**config.mk**
```make
export PLATFORM = sky130hd
export DESIGN_NAME = color_point_detector
export DESIGN_NICKNAME = d
export VERILOG_FILES = /design/src/rtl/color_point_detector_pkg.sv /design/src/rtl/chroma_window_match.sv /design/src/rtl/color_point_detector.sv
export SDC_FILE = /design/constraint.sdc
export NUM_CORES = 1
export LEC_CHECK = 0
export BUFFER_PORTS_ARGS = -buffer_cell sky130_fd_sc_hd__buf_2
export CORE_MARGIN = 2
export CORE_UTILIZATION = 50
export DETAILED_ROUTE_END_ITERATION = 6
export PLACE_DENSITY = 0.64
export RECOVER_POWER = 100
export SYNTH_ARGS = -nofsm -noshare
export SYNTH_HDL_FRONTEND = slang
export SYNTH_SLANG_ARGS = --single-unit
```
**constraint.sdc**
```tcl
create_clock -name clk -period 4.66 [get_ports clk]
set_input_delay 0 -clock clk [delete_from_list [all_inputs] [get_ports clk]]
set_output_delay 0 -clock clk [all_outputs]
set_load 0.02 [all_outputs]
```
**src/rtl/color_point_detector_pkg.sv**
```systemverilog
// Shared types and constants for the color point detector: threshold
// register layout, coordinate widths and the disabled-window reset value.
package color_point_detector_pkg;

   localparam int unsigned NUM_COLORS = 4;
   localparam int unsigned COLOR_W    = 2;
   localparam int unsigned PIX_W      = 8;
   localparam int unsigned X_W        = 10;
   localparam int unsigned Y_W        = 9;
   localparam int unsigned HIT_W      = 8;
   localparam int unsigned CFG_ADDR_W = 4;

   localparam int unsigned    DEF_H_ACTIVE = 640;
   localparam int unsigned    DEF_V_ACTIVE = 480;
   localparam logic [PIX_W-1:0] DEF_Y_MIN  = 8'd32;
   localparam logic [HIT_W-1:0] DEF_MAX_HITS = 8'd255;

   // min above max makes a window unmatchable
   localparam logic [PIX_W-1:0] THR_MIN_RESET = 8'hFF;
   localparam logic [PIX_W-1:0] THR_MAX_RESET = 8'h00;

   typedef enum logic [1:0] {
      CR_MIN = 2'd0,
      CR_MAX = 2'd1,
      CB_MIN = 2'd2,
      CB_MAX = 2'd3
   } cfg_field_e;

   typedef struct packed {
      logic [PIX_W-1:0] cr_min;
      logic [PIX_W-1:0] cr_max;
      logic [PIX_W-1:0] cb_min;
      logic [PIX_W-1:0] cb_max;
   } window_t;

   localparam window_t WINDOW_DISABLED = '{
      cr_min: THR_MIN_RESET,
      cr_max: THR_MAX_RESET,
      cb_min: THR_MIN_RESET,
      cb_max: THR_MAX_RESET
   };

   // Returns the window with one threshold field replaced.
   function automatic window_t window_write(input window_t win,
                                            input cfg_field_e field,
                                            input logic [PIX_W-1:0] data);
      window_t w;
      w = win;
      case (field)
         CR_MIN: w.cr_min = data;
         CR_MAX: w.cr_max = data;
         CB_MIN: w.cb_min = data;
         CB_MAX: w.cb_max = data;
      endcase
      return w;
   endfunction

endpackage

```
**src/rtl/chroma_window_match.sv**
```systemverilog
// Combinational test of one pixel against one color's chroma window and
// the luma floor; all bounds unsigned and inclusive.
module chroma_window_match
   import color_point_detector_pkg::*;
#(
   parameter logic [PIX_W-1:0] Y_MIN = DEF_Y_MIN
) (
   input  logic [PIX_W-1:0] y,
   input  logic [PIX_W-1:0] cr,
   input  logic [PIX_W-1:0] cb,
   input  window_t          win,
   output logic             match_c
);

   assign match_c = (y  >= Y_MIN)
                  & (cr >= win.cr_min) & (cr <= win.cr_max)
                  & (cb >= win.cb_min) & (cb <= win.cb_max);

endmodule

```
**src/rtl/color_point_detector.sv**
```systemverilog
// Classifies active pixels against four programmable chroma windows and emits
// one (color, x, y) event per match, plus a frame marker during blanking.
module color_point_detector
   import color_point_detector_pkg::*;
#(
   parameter int unsigned       H_ACTIVE = DEF_H_ACTIVE,
   parameter int unsigned       V_ACTIVE = DEF_V_ACTIVE,
   parameter logic [PIX_W-1:0]  Y_MIN    = DEF_Y_MIN,
   parameter logic [HIT_W-1:0]  MAX_HITS = DEF_MAX_HITS
) (
   input  logic                  clk,
   input  logic                  reset_n,
   input  logic                  vid_valid,
   input  logic [PIX_W-1:0]      vid_y,
   input  logic [PIX_W-1:0]      vid_cr,
   input  logic [PIX_W-1:0]      vid_cb,
   input  logic                  vid_eol,
   input  logic                  vid_eof,
   input  logic                  cfg_we,
   input  logic [CFG_ADDR_W-1:0] cfg_addr,
   input  logic [PIX_W-1:0]      cfg_data,
   output logic [COLOR_W-1:0]    color,
   output logic [X_W-1:0]        interesting_x,
   output logic [Y_W-1:0]        interesting_y,
   output logic                  interesting_flag,
   output logic                  frame_flag
);

   localparam logic [X_W-1:0] X_SAT = '1;
   localparam logic [Y_W-1:0] Y_SAT = '1;
   localparam logic [X_W-1:0] H_LIM = X_W'(H_ACTIVE);
   localparam logic [Y_W-1:0] V_LIM = Y_W'(V_ACTIVE);

   logic [X_W-1:0] x_cnt;
   logic [Y_W-1:0] y_cnt;
   logic           synced;

   window_t [NUM_COLORS-1:0] cfg_win;
   window_t [NUM_COLORS-1:0] shadow_win;
   window_t [NUM_COLORS-1:0] active_win;
   logic                     shadow_load_c;
   logic [NUM_COLORS-1:0]    match_c;

   logic                  s1_valid;
   logic                  s1_eof;
   logic                  s1_synced;
   logic                  s1_in_active;
   logic [X_W-1:0]        s1_x;
   logic [Y_W-1:0]        s1_y;
   logic [NUM_COLORS-1:0] s1_match;

   logic [NUM_COLORS-1:0][HIT_W-1:0] hits;
   logic [COLOR_W-1:0]               win_color_c;
   logic                             any_match_c;
   logic                             fire_c;

   // Pixel position; saturating, frozen on gaps, cleared by end of frame.
   always_ff @(posedge clk or negedge reset_n) begin
      if (!reset_n) begin
         x_cnt  <= '0;
         y_cnt  <= '0;
         synced <= 1'b0;
      end else if (vid_valid) begin
         if (vid_eof) begin
            x_cnt  <= '0;
            y_cnt  <= '0;
            synced <= 1'b1;
         end else if (vid_eol) begin
            x_cnt <= '0;
            if (y_cnt != Y_SAT) y_cnt <= y_cnt + Y_W'(1);
         end else if (x_cnt != X_SAT) begin
            x_cnt <= x_cnt + X_W'(1);
         end
      end
   end

   // Frame-start pixel latches the shadow set; a same-cycle write lands after.
   assign shadow_load_c = vid_valid & (x_cnt == '0) & (y_cnt == '0);

   always_ff @(posedge clk or negedge reset_n) begin
      if (!reset_n) begin
         cfg_win    <= {NUM_COLORS{WINDOW_DISABLED}};
         shadow_win <= {NUM_COLORS{WINDOW_DISABLED}};
      end else begin
         if (shadow_load_c) shadow_win <= cfg_win;
         if (cfg_we) begin
            cfg_win[cfg_addr[3:2]] <= window_write(cfg_win[cfg_addr[3:2]],
                                                   cfg_field_e'(cfg_addr[1:0]),
                                                   cfg_data);
         end
      end
   end

   // The frame-start pixel itself is classified with the newly latched set.
   assign active_win = shadow_load_c ? cfg_win : shadow_win;

   for (genvar c = 0; c < NUM_COLORS; c++) begin : g_match
      chroma_window_match #(
         .Y_MIN (Y_MIN)
      ) u_match (
         .y       (vid_y),
         .cr      (vid_cr),
         .cb      (vid_cb),
         .win     (active_win[c]),
         .match_c (match_c[c])
      );
   end

   // Stage 1: registered classification and position.
   always_ff @(posedge clk or negedge reset_n) begin
      if (!reset_n) begin
         s1_valid     <= 1'b0;
         s1_eof       <= 1'b0;
         s1_synced    <= 1'b0;
         s1_in_active <= 1'b0;
         s1_x         <= '0;
         s1_y         <= '0;
         s1_match     <= '0;
      end else begin
         s1_valid     <= vid_valid;
         s1_eof       <= vid_valid & vid_eof;
         s1_synced    <= synced | (vid_valid & vid_eof);
         s1_in_active <= (x_cnt < H_LIM) & (y_cnt < V_LIM);
         s1_x         <= x_cnt;
         s1_y         <= y_cnt;
         s1_match     <= match_c;
      end
   end

   // Lowest matching index wins; capped colors are dropped.
   always_comb begin
      win_color_c = '0;
      any_match_c = 1'b0;
      for (int c = NUM_COLORS - 1; c >= 0; c--) begin
         if (s1_match[c]) begin
            win_color_c = COLOR_W'(c);
            any_match_c = 1'b1;
         end
      end
      fire_c = s1_valid & s1_in_active & s1_synced & any_match_c
             & (hits[win_color_c] < MAX_HITS);
   end

   // Stage 2: event outputs, frame marker and per-frame hit counts.
   always_ff @(posedge clk or negedge reset_n) begin
      if (!reset_n) begin
         color            <= '0;
         interesting_x    <= '0;
         interesting_y    <= '0;
         interesting_flag <= 1'b0;
         frame_flag       <= 1'b0;
         hits             <= '0;
      end else begin
         interesting_flag <= fire_c;
         if (fire_c) begin
            color         <= win_color_c;
            interesting_x <= s1_x;
            interesting_y <= s1_y;
         end
         if (s1_valid) frame_flag <= s1_eof;
         if (s1_eof) begin
            hits <= '0;
         end else if (fire_c) begin
            hits[win_color_c] <= hits[win_color_c] + HIT_W'(1);
         end
      end
   end

endmodule

```
Word-level counts from Yosys, hierarchy flattened:

Index checks and enable logic that the tools add are counted.
Widths: inputs -> output; s select.

* bitwise operators: 25
* multiplexer cells: 35
* add/subtract/negate cells: 3
* equality and inequality tests: 5
* magnitude comparators: 24
* reductions and logical operators: 12

Operators with widths (count)
* $bwmux 128: 1
* $mux 128: 1
* $mux 32: 4
* $mux 8: 10
* $bmux 32 s2: 1
* $demux 32 s2: 1
* $ge 8x8->1: 8
* $le 8x8->1: 8
* $bwmux 32: 1
* $mux 10: 3
* $mux 9: 3
* $and 1x1->1: 24
* $bmux 8 s2: 1
* $demux 8 s2: 1
* $add 10x1->10 const B: 1
* $logic_not 10->1: 1
* $lt 10x10->1 const B: 1
* $ne 10x10->1 const B: 1
* $add 9x1->9 const B: 1
* $logic_not 9->1: 1
* $lt 9x9->1 const B: 1
* $ne 9x9->1 const B: 1
* $add 8x1->8 const B: 1
* $ge 8x6->1 const B: 1
* 14 further kinds: 27

* word-level logic and storage cells: 155
* flip-flop bits (word level): 358
* output and inout bits: 23
* input bits: 42

Depth between registers and ports, before layout:

* depth in word-level cells: 11
* depth in mapped cells: 17
* depth with buffers taken out: 15

By module:

A second synthesis with hierarchy kept.

* cell total of the unflattened synthesis: 1568
* area, all modules: 18193.7 um^2

Modules (own cells, without submodules)
* color_point_detector: sequential area each 9118.7 um^2, area each 15005.6 um^2, cells each 1134, instances 1
* chroma_window_match (g_match[0].u_match ...): sequential area each 0.0 um^2, area each 798.3 um^2, cells each 109, instances 3
* chroma_window_match (g_match[3].u_match): sequential area each 0.0 um^2, area each 793.3 um^2, cells each 107, instances 1

Least setup slack after synthesis:

No wires, ideal clock.

* kind: register to register
* from: register x_cnt[0]
* to: register s1_match[0]
* path buffers: 2
* slack: 991 ps
* arrival time: 3533 ps
* stages on the path, launching flop included: 17
* setup time: 136 ps
* data required time: 4524 ps
* period minus slack after synthesis: 3669 ps
* path through: dfrtp_1 > inv_1 > ha_1 > nor4b_1 > nand3_1 > nor2_1 > clkbuf_1 > buf_1 > mux2_2 > ha_1 > nand2b_1 > a21o_1 > a21o_1 > a21o_1 > a21o_1 > a2111oi_0 > nor4b_1

RTL lines
* from (decl): line color_point_detector.sv:34 `logic [X_W-1:0] x_cnt;`
* from (signal assigned): line color_point_detector.sv:72 `x_cnt <= x_cnt + X_W'(1);`
* to (signal assigned): line color_point_detector.sv:126 `s1_match <= match_c;`
* to (decl): line color_point_detector.sv:50 `logic [NUM_COLORS-1:0] s1_match;`

Worst setup path after layout:

* from: input cfg_addr[3]
* to: register cfg_win[55] in the netlist's numbering

* word-level cells in the longest chain between the ends: 5
* elaborated cells between the ends (all ways): 10
* those cells by class: 2 x order compare; 7 x mux; 1 x reduce/logical

RTL lines
* from (decl): line color_point_detector.sv:20 `input logic [CFG_ADDR_W-1:0] cfg_addr,`
* $lt 2x3->1 (implied by the code) (tied with other cells): line color_point_detector.sv:87 `cfg_win[cfg_addr[3:2]] <= window_write(cfg_win[cfg_addr[3:2]],`
* $logic_and 1x1->1 (implied by the code) or $mux 32 (tied branches): line color_point_detector.sv:87
* $mux 32 (implied by the code) or $mux 8 (tied branches): line color_point_detector.sv:87, color_point_detector_pkg.sv:49
* $demux 32 s2 or $mux 8 (tied branches): line color_point_detector.sv:87, color_point_detector.sv:86
* $bwmux 128 (*): line color_point_detector.sv:87
* to (signal assigned): line color_point_detector.sv:82 `cfg_win <= {NUM_COLORS{WINDOW_DISABLED}};`
* to (signal, indexed assignment): line color_point_detector.sv:87
* to (decl): line color_point_detector.sv:38 `window_t [NUM_COLORS-1:0] cfg_win;`

Every way passes the cells marked *; elsewhere a longest branch is shown, timed or not. The select of a mux whose other input is x is not followed.
A chain may end at the register's enable or synchronous reset.

==> flow_summary.json <==
{
  "synth_cell_type_count": 64,
  "cts.path.max_buffers": 3,
  "path_common_cell": "clkbuf_1",
  "finClkSkew_ns": 0.00870,
  "overflow": 0,
  "fin_setup_tns_ns": 0,
  "peakVddDrop_mv": 0.321,
  "cts_buffers": 41,
  "hpwl_microns": 26800,
  "start_util_pct": 50.6,
  "drcViolationCount": 0,
  "cp_max_fo": 64,
  "holdCritPathClass": "in -> reg",
  "crit_path_max_incr_delay_ns": 2.40,
  "row_count": 69,
  "drv_cap": 6,
  "antenna_found_initial": 0,
  "die_w_microns": 193,
  "grt_max_degree": 134,
  "setup_violations": 0,
  "p_leak_nw": 9.33,
  "maxSlewViolCount": 331,
  "place_congestion": 0.807,
  "start_kind": "primary input",
  "synthSimpleGateAreaFrac_pct": 9.09,
  "syn_to_final_growth_pct": 11.3,
  "finalWirelength_microns": 40800,
  "synth_nets": 1745,
  "fin_ws_ns": 0.694,
  "slew_headroom_pct": -125,
  "worstPathArrival_ns": 4.23,
  "die-area_sq_um": 37400,
  "wl_per_cell_microns": 19.2,
  "seq_area_frac_synth_pct": 50.9,
  "path_class": "in -> reg",
  "mostFrequentLayoutCells": "230 x dfrtp_1, 148 x mux2i_1, 138 x o21ai_0, 136 x inv_1, 134 x ha_1",
  "clkLatencyLatePin_ns": 0.53,
  "synth-main-ff-cell": "dfrtp_1",
  "dr.pass1.iters": 5,
  "synth-seq-cells": 358,
  "drive_gt1_share_pct": 17.3,
  "nNetsFinal": 1812,
  "cp_cell_sequence": "clkbuf_1 > clkbuf_2 > nand3b_1 > clkbuf_1 > o21ai_0",
  "path_clk_slew_ns": 0.06,
  "synth_top_family_by_area": "multiplexers",
  "clock.fmax_ghz": 0.252,
  "cts_tree": "yes",
  "p_per_area_nw_per_um2": 553,
  "final_common_cell": "dfrtp_1",
  "synth.area.mux_share_pct": 16.2,
  "postCtsSetupBuffers": 0,
  "cp_top_family": "buffers and inverters",
  "status": "finished, violations left",
  "worstMarginPinSlew_ns": 3.37,
  "synth_compound_area_share_pct": 9.21,
  "grt_pass1_vias": 12100,
  "die_y_microns": 193,
  "ioPinCount": 65,
  "vias_per_cell": 5.51,
  "io_buffers": 59,
  "violations": "max-capacitance violations, max-slew violations",
  "hold_viol": 0,
  "dp_worst_setup_slack_ns": 0.659,
  "core_area_sq_um": 35400,
  "crit_buf_inv": 3,
  "grt_use_total_pct": 22.6,
  "period_share_pct": 85.1,
  "clock_sinks": 358,
  "diodes": 0,
  "finalCriticalPeriod_ns": 3.97,
  "grt_pass1_wl_microns": 67600,
  "crit_slowest_cell": "clkbuf_1",
  "synth_adder_area_share_pct": 9.35,
  "synth-xor-area-share_pct": 0.831,
  "cts_root_buffer": "clkbuf_16",
  "htreeDepth": 2,
  "rsz0062_at_grt": "no",
  "dr_total_vias": 11700,
  "drt_iter0_markers": 604,
  "worstPathRequired_ns": 4.92,
  "syn_inst": 1569,
  "yosys_warnings": 0,
  "synth-async-reset-ratio_pct": 100,
  "syn_area_sq_um": 17900,
  "drt.antenna.violating_nets": 0,
  "avgSynthCellArea_sq_um": 11.4,
  "cp-end-kind": "flop",
  "synth_edf_count": 0
}
-- final timing paths --
kind,startpoint,to,slack (ns),cells past startpoint
worst max register to register,x_cnt[0],s1_match[0],0.70,16
worst min-delay path,cfg_data[4],cfg_win[12],0.04,3
worst max-delay path,cfg_addr[3],cfg_win[55],0.69,5
worst min register to register,synced,s1_synced,0.45,1
min in group asynchronous,reset_n,s1_x[0],0.80,2
max in group asynchronous,reset_n,cfg_win[1],2.05,3
-- final cells by class --
cell class,count,area (sq um)
tap,461,577
clock buffer,64,1230
sequential,358,9120
fill,3045,15400
timing repair buffer,89,513
multi-input combinational,1010,7930
inverter,136,510
clock inverter,11,68.8
-- registers in the layout, summed over array words and instances, names as in the netlist, 2 cells and up --
signal         cells
hits              32
s1_y               9
y_cnt              9
cfg_win          128
interesting_y      9
color              2
s1_match           4
shadow_win       128
s1_x              10
interesting_x     10
x_cnt             10
-- power by group --
| group | internal [mW] | switching, mW |
|---|---|---|
| sequential | 4.28 | 0.451 |
| clock | 1.82 | 1.26 |
| combinational | 1.40 | 1.83 |
-- logic make-up (layout without fill, tap and decap cells) --
| family | after synthesis | in the layout |
|---|---|---|
| buffers and inverters | 201 | 300 |
| AOI/OAI and AO/OA | 285 | 285 |
| and+or+nand+nor | 338 | 338 |
| DFF | 358 | 358 |
| adders and majority gates | 134 | 134 |
| muxes | 236 | 236 |
| xor gates and xnor gates | 17 | 17 |
-- worst min-delay path: cells and delay by family --
family	cells	cell delay, ns
AOI/OAI and AO/OA	1	0.11
muxes	1	0.27
buffers and inverters	1	0.18
-- routing by layer --
metal | GRT usage [%] | wire (microns) | share of wire, % | vias to the layer above
li1 | - | - | - | 5624
met5 | 0 | 0 | 0 | -
met3 | 3.10 | 1320 | 3.2 | 47
met2 | 35.8 | 18900 | 46 | 164
met1 | 33.2 | 19900 | 49 | 5889
met4 | 5.00 | 662 | 1.6 | 0
-- cells in the mapped netlist, types with 5 or more instances --
cell type,count,area share [%]
nand2_1,125,2.6
xor2_1,11,0.54
buf_2,11,0.31
ha_1,134,9.4
mux4_2,32,4.0
mux2_4,19,1.6
nor2b_1,23,0.80
a21oi_1,69,1.9
a21o_1,18,0.75
dfstp_2,128,19
nand2b_1,20,0.70
o21a_1,14,0.59
mux2_2,37,2.3
xnor2_1,6,0.29
o22ai_1,8,0.28
nor2_1,88,1.8
nand3_1,12,0.34
nor4b_1,5,0.24
mux2i_1,148,8.3
buf_1,12,0.25
a211oi_1,7,0.29
nor4_1,9,0.31
and3_1,9,0.31
inv_1,136,2.8
o21ai_0,138,3.9
nand4_1,21,0.73
clkbuf_1,38,0.80
dfrtp_1,230,32
-- timing repair --
action	4_1_cts	5_1_grt
endpoints found under the hold margin	121	0
hold buffers	8	0
resized for setup	0	0
-- through the flow --
step / hold WS [ns] / util, % / cells / area, sq um / total power, mW
finish: 0.0380 / 56.4 / 2129 / 20000 / 11.0
global route: 0.0402 / 56.4 / 2129 / 20000 / 11.9
CTS: 0.000919 / 56.9 / 2129 / 20100 / 11.2
detailed placement: 0.102 / 52.9 / 2046 / 18700 / 8.07
global placement: 0.0947 / 52.9 / 2046 / 18700 / 7.91
floorplan: -0.296 / - / 1569 / 17900 / 7.09
(Power assumes the default switching activity.)
